**src/rtl/bht_pkg.sv**
```systemverilog
// Shared definitions for the branch history table: default widths, the
// 2-bit counter encodings and the saturating counter update.
package bht_pkg;

   localparam int unsigned DEF_ADDR_W = 10;

   typedef enum logic [1:0] {
      SNT = 2'b00,
      WNT = 2'b01,
      WT  = 2'b10,
      ST  = 2'b11
   } bht_state_e;

   function automatic logic [1:0] sat_next(input logic [1:0] old, input logic taken);
      if (taken)
         return (old == ST) ? ST : old + 2'd1;
      else
         return (old == SNT) ? SNT : old - 2'd1;
   endfunction

endpackage

```
**src/rtl/bht_lru.sv**
```systemverilog
// True-LRU age tracker: each entry holds an age, 0 = most recently used,
// ENTRIES-1 = least recently used; ages always form a permutation.
module bht_lru #(
   parameter int unsigned ENTRIES = 8,
   parameter int unsigned IDX_W   = $clog2(ENTRIES)
) (
   input  logic             clk,
   input  logic             rst_n,
   input  logic             touch_en,
   input  logic [IDX_W-1:0] touch_idx,
   output logic [IDX_W-1:0] lru_idx
);

   logic [IDX_W-1:0] age [ENTRIES];

   always_ff @(posedge clk) begin
      if (!rst_n) begin
         for (int unsigned i = 0; i < ENTRIES; i++)
            age[i] <= IDX_W'(i);
      end else if (touch_en) begin
         for (int unsigned i = 0; i < ENTRIES; i++) begin
            if (IDX_W'(i) == touch_idx)
               age[i] <= '0;
            else if (age[i] < age[touch_idx])
               age[i] <= age[i] + 1'b1;
         end
      end
   end

   always_comb begin
      lru_idx = '0;
      for (int unsigned i = 0; i < ENTRIES; i++)
         if (age[i] == IDX_W'(ENTRIES - 1))
            lru_idx = IDX_W'(i);
   end

endmodule

```
**src/rtl/syn_bht.sv**
```systemverilog
// Fully-associative branch history table with target buffer: zero-latency
// lookup for fetch, write-back from execute, true-LRU replacement.
module syn_bht
   import bht_pkg::*;
#(
   parameter int unsigned ADDR_W  = DEF_ADDR_W,
   parameter int unsigned ENTRIES = 8,
   parameter int unsigned IDX_W   = $clog2(ENTRIES)
) (
   input  logic              clk,
   input  logic              rst_n,
   input  logic              update_en,
   input  logic [ADDR_W-1:0] update_pc_4,
   input  logic [ADDR_W-1:0] update_pc_remote,
   input  logic [1:0]        update_state_old,
   input  logic              branch_succ,
   input  logic [ADDR_W-1:0] pc_4,
   output logic [ADDR_W-1:0] guess_new_pc,
   output logic [1:0]        guess_state
);

   logic              valid  [ENTRIES];
   logic [ADDR_W-1:0] tag    [ENTRIES];
   logic [ADDR_W-1:0] target [ENTRIES];
   logic [1:0]        state  [ENTRIES];

   logic              hit;
   logic [IDX_W-1:0]  hit_idx;
   logic              upd_hit;
   logic [IDX_W-1:0]  upd_idx;
   logic              free_found;
   logic [IDX_W-1:0]  free_idx;
   logic [IDX_W-1:0]  lru_idx;
   logic [IDX_W-1:0]  wr_idx;

   // Fetch-side CAM
   always_comb begin
      hit     = 1'b0;
      hit_idx = '0;
      for (int unsigned i = 0; i < ENTRIES; i++) begin
         if (valid[i] && tag[i] == pc_4) begin
            hit     = 1'b1;
            hit_idx = IDX_W'(i);
         end
      end
   end

   always_comb begin
      guess_state  = hit ? state[hit_idx] : SNT;
      guess_new_pc = (hit && state[hit_idx][1]) ? target[hit_idx] : pc_4;
   end

   // Write-back CAM and victim choice; descending scan leaves the lowest free index
   always_comb begin
      upd_hit    = 1'b0;
      upd_idx    = '0;
      free_found = 1'b0;
      free_idx   = '0;
      for (int unsigned i = ENTRIES; i > 0; i--) begin
         if (valid[i-1] && tag[i-1] == update_pc_4) begin
            upd_hit = 1'b1;
            upd_idx = IDX_W'(i - 1);
         end
         if (!valid[i-1]) begin
            free_found = 1'b1;
            free_idx   = IDX_W'(i - 1);
         end
      end
      if (upd_hit)
         wr_idx = upd_idx;
      else if (free_found)
         wr_idx = free_idx;
      else
         wr_idx = lru_idx;
   end

   always_ff @(posedge clk) begin
      if (!rst_n) begin
         for (int unsigned i = 0; i < ENTRIES; i++) begin
            valid[i]  <= 1'b0;
            tag[i]    <= '0;
            target[i] <= '0;
            state[i]  <= SNT;
         end
      end else if (update_en) begin
         valid[wr_idx]  <= 1'b1;
         tag[wr_idx]    <= update_pc_4;
         target[wr_idx] <= update_pc_remote;
         state[wr_idx]  <= sat_next(update_state_old, branch_succ);
      end
   end

   bht_lru #(
      .ENTRIES (ENTRIES),
      .IDX_W   (IDX_W)
   ) u_lru (
      .clk       (clk),
      .rst_n     (rst_n),
      .touch_en  (update_en),
      .touch_idx (wr_idx),
      .lru_idx   (lru_idx)
   );

endmodule

```
**config.mk**
```make
export PLATFORM = sky130hd
export DESIGN_NAME = syn_bht
export DESIGN_NICKNAME = d
export VERILOG_FILES = /design/src/rtl/bht_pkg.sv /design/src/rtl/bht_lru.sv /design/src/rtl/syn_bht.sv
export SDC_FILE = /design/constraint.sdc
export NUM_CORES = 1
export LEC_CHECK = 0
export CORE_MARGIN = 10
export CORE_UTILIZATION = 33
export DETAILED_ROUTE_END_ITERATION = 8
export SLEW_MARGIN = 10
export SYNTH_ARGS = -nofsm -noshare
export SYNTH_HDL_FRONTEND = slang
export SYNTH_SLANG_ARGS = --single-unit
```
**constraint.sdc**
```tcl
create_clock -name clk -period 6.3 [get_ports clk]
set_input_delay 1.89 -clock clk [delete_from_list [all_inputs] [get_ports clk]]
set_output_delay 1.89 -clock clk [all_outputs]
set_load 0.005 [all_outputs]
```
==> impl_metrics.yaml <==
critical_path:
  critPathMaxFanout: 8
  path_buf_inv: 8
  rrSetupSlack_ps: 2110
  crit_arrival_ps: 4500
  critical_path.endpoint_type: "output port"
  crit_path_top_delay_cell: "nor3_2"
  critPathTopFamily: "buffers and inverters"
  critPathKind: "input pin to output port"
  max_stage_delay_ps: 280
  cp.required_ps: 4410
  startpoint_type: "input pin"
  startpoint: "pc_4[6]"
  worstPathCellList: "buf_6, buf_6, buf_6, xnor2_4, nand4_1, nor3_2, nor2_2, o21ai_4, buf_12, buf_6, mux2i_2, mux2i_2, a22oi_2, buf_6, buf_12, nand2_4, o21ai_2, buf_2"
  cpMostUsedCell: "buf_6"
  crit-reg2reg-launch: "u_lru.age[7][1]"
sta:
  setup_viol: 9
  worst_slew_pin_slew_ps: 915
  fmax_mhz: 156
  worst_slew_margin_rel_pct: 39.0
  rsz0062_at_grt: "true"
  tns_ps: -410
  finalWorstSetupSlack_ps: -93.7
  hold-worst-slack_ps: 584
  finClkSkew_ps: 22.2
  drv_slew: 0
  fin_crit_sh_pct: 101
  period_minus_slack_ps: 6390
  hold_viol: 0
clock_tree:
  clk_pin_slew_ps: 60
  cts_tree: "yes"
  cts.sinks: 208
  htree_levels: 1
  root_buffer: "clkbuf_16"
  clockBufferDepth: 3
  insertion_delay_ps: 540
  cts-buffers-inserted: 24
  holdBufCountCts: 0
placed_design:
  post-place-ws_ps: -913
  numPortBuffers: 47
  dp_hpwl_mm: 26.3
  place_congestion: 0.907
logic_synthesis:
  synth-compound-area-share_pct: 7.49
  synthSimpleGateAreaFrac_pct: 20.1
  synth_largest_area_cell: "edfxtp_1"
  synth_cells: 1128
  ys_ff_latch: 208
  syn_avg_cell_area_um2: 11.3
  yosys_warnings: 0
  yosysUniqueCellTypes: 75
  muxShareOfSynthArea_pct: 5.05
  synth_edf_count: 200
  synth-main-ff-cell: "edfxtp_1"
  synth.cell_area_mm2: 0.0127
  syn_nets: 1187
  synth_top_area_share_pct: 47.3
  synth_seq_area_share_pct: 48.6
  synthAdderAreaFrac_pct: 2.44
  synth_top_family_by_area: "simple AND/OR/NAND/NOR gates"
  synth-async-reset-ratio_pct: 0
  synthXorXnorAreaFrac_pct: 11.8
  synth_area_leaders: "edfxtp_1 47%, xnor2_1 9.5%, and3_1 6.1%, mux2i_1 2.9%, ha_1 2.3%"
power:
  p_per_area_mw_per_mm2: 220
  leakage_nw: 6.36
  max-vdd-ir-drop_uv: 173
grt:
  grt_usage_pct: 16.4
  grtUsageMet2_pct: 27.3
  grt_pass1_wl_mm: 60.3
  grt_max_degree: 61
  gr-usage-met1_pct: 21.5
  overflow: 0
  use_met3_pct: 2.48
  top_usage_layer: "met2"
  grt_antenna_before_repair: 0
  grt_pass1_vias: 9979
hold_path:
  hold_start: "valid[4]"
  hold_path_class: "flip-flop to flip-flop"
cells_and_area:
  num_antenna_cells: 0
  final_cell_mix: "200 x edfxtp_1, 132 x buf_4, 123 x and3_1, 108 x xnor2_1, 64 x nand2_1"
  final_common_cell: "edfxtp_1"
  fin_nets: 1356
  drive_above_1_share_pct: 31.2
  area_growth_pct: 29.3
drt:
  wl_per_cell_um: 21.8
  firstDrtPassIters: 5
  first_iter_violations: 753
  vias_per_cell: 5.36
  vias: 9785
  ant_nets: 0
  drc_errors: 0
  wl_mm: 39.8
die:
  die_area_mm2: 0.0467
  core-area_mm2: 0.0378
  die_h_um: 216
  fp-row-count: 71
  ios: 48
  initial_core_util_pct: 33.5
  die_width_um: 216
status:
  status: "finished, violations left"
  violations: "setup timing"
run:
  drv_cap: 0
## timing repair
action,in CTS,in global routing
cloned,4,0
buffers inserted,53,12
resized for setup,193,66
pin swaps,50,46
endpoints found under the setup margin,12,12
## worst reg2reg max path, stage by stage (launching register included)
cell and delay (ps):
edfxtp_1 510, ha_1 240, ha_1 250, and4bb_2 330, nor2_1 40, o311a_1 370
nor3_1 260, nor2_1 140, o32ai_1 320, o21ba_4 210, o21ai_2 510, o22ai_1 210
a221oi_2 370, o21bai_1 180
## final timing paths
check / end / cells past startpoint
max: guess_new_pc[2] / 18
min: valid[4] / 2
max reg2reg: u_lru.age[4][1] / 13
min reg2reg: valid[4] / 2
## layer usage
metal | part of all wire [%] | routed length (µm)
met5 | 0 | 0
met4 | 2.5 | 996
met3 | 5.5 | 2210
met2 | 48 | 19200
met1 | 44 | 17400
## registers in the layout, indices dropped and copies added (netlist names)
register,cells
target,80
u_lru.age,24
tag,80
valid,8
state,16
## synth_stat cells, types with 14 or more instances
library cell  instances
ha_1                 23
nor2_1               67
inv_1                16
buf_6                21
edfxtp_1            200
a21oi_1              31
xnor2_1             137
mux2i_1              37
and3_1              123
mux2_2               22
o21ai_0              25
nor3_1               18
buf_2                16
nand4_1              42
nand2_1              70
and2_1               43
nand3_1              14
clkbuf_1             43
## cells by family (layout without fill, tap and decap cells)
family / after synthesis / in the layout
AND/OR/NAND/NOR: 440 / 440
multiplexers: 60 / 60
buffers and inverters: 100 / 287
flip-flops: 208 / 208
adder cells (fa/ha/maj): 25 / 25
XOR/XNOR: 161 / 161
AO/OA/AOI/OAI: 134 / 134
## area by class of cell
type                    instances  area (µm²)
inverters                      16        60.1
repair buffers                227        2190
flip-flops and latches        208        6170
multi-input cells             820        6620
clock buffers                  30         633
well taps                     511         639
fillers                      3518       21400
clock inverters                14         100
## per-stage QoR
step	instances	util (%)	power, mW	cell area, µm²
final	1826	43.3	3.61	16400
after global routing	1826	43.3	3.75	16400
after CTS	1821	42.5	3.61	16100
after detailed placement	1720	38.2	2.29	14400
after global placement	1720	38.2	2.28	14400
after floorplan	1128	-	2.06	12700
## where the power goes
part	switching (mW)	leakage [nW]	internal (mW)	total (mW)
registers	0.0680	2.12	1.60	1.67
clock network	0.575	0.362	0.720	1.30
logic	0.370	3.88	0.281	0.651
total	1.01	6.36	2.60	3.61
No activity file was read; power rests on OpenSTA's default activity.
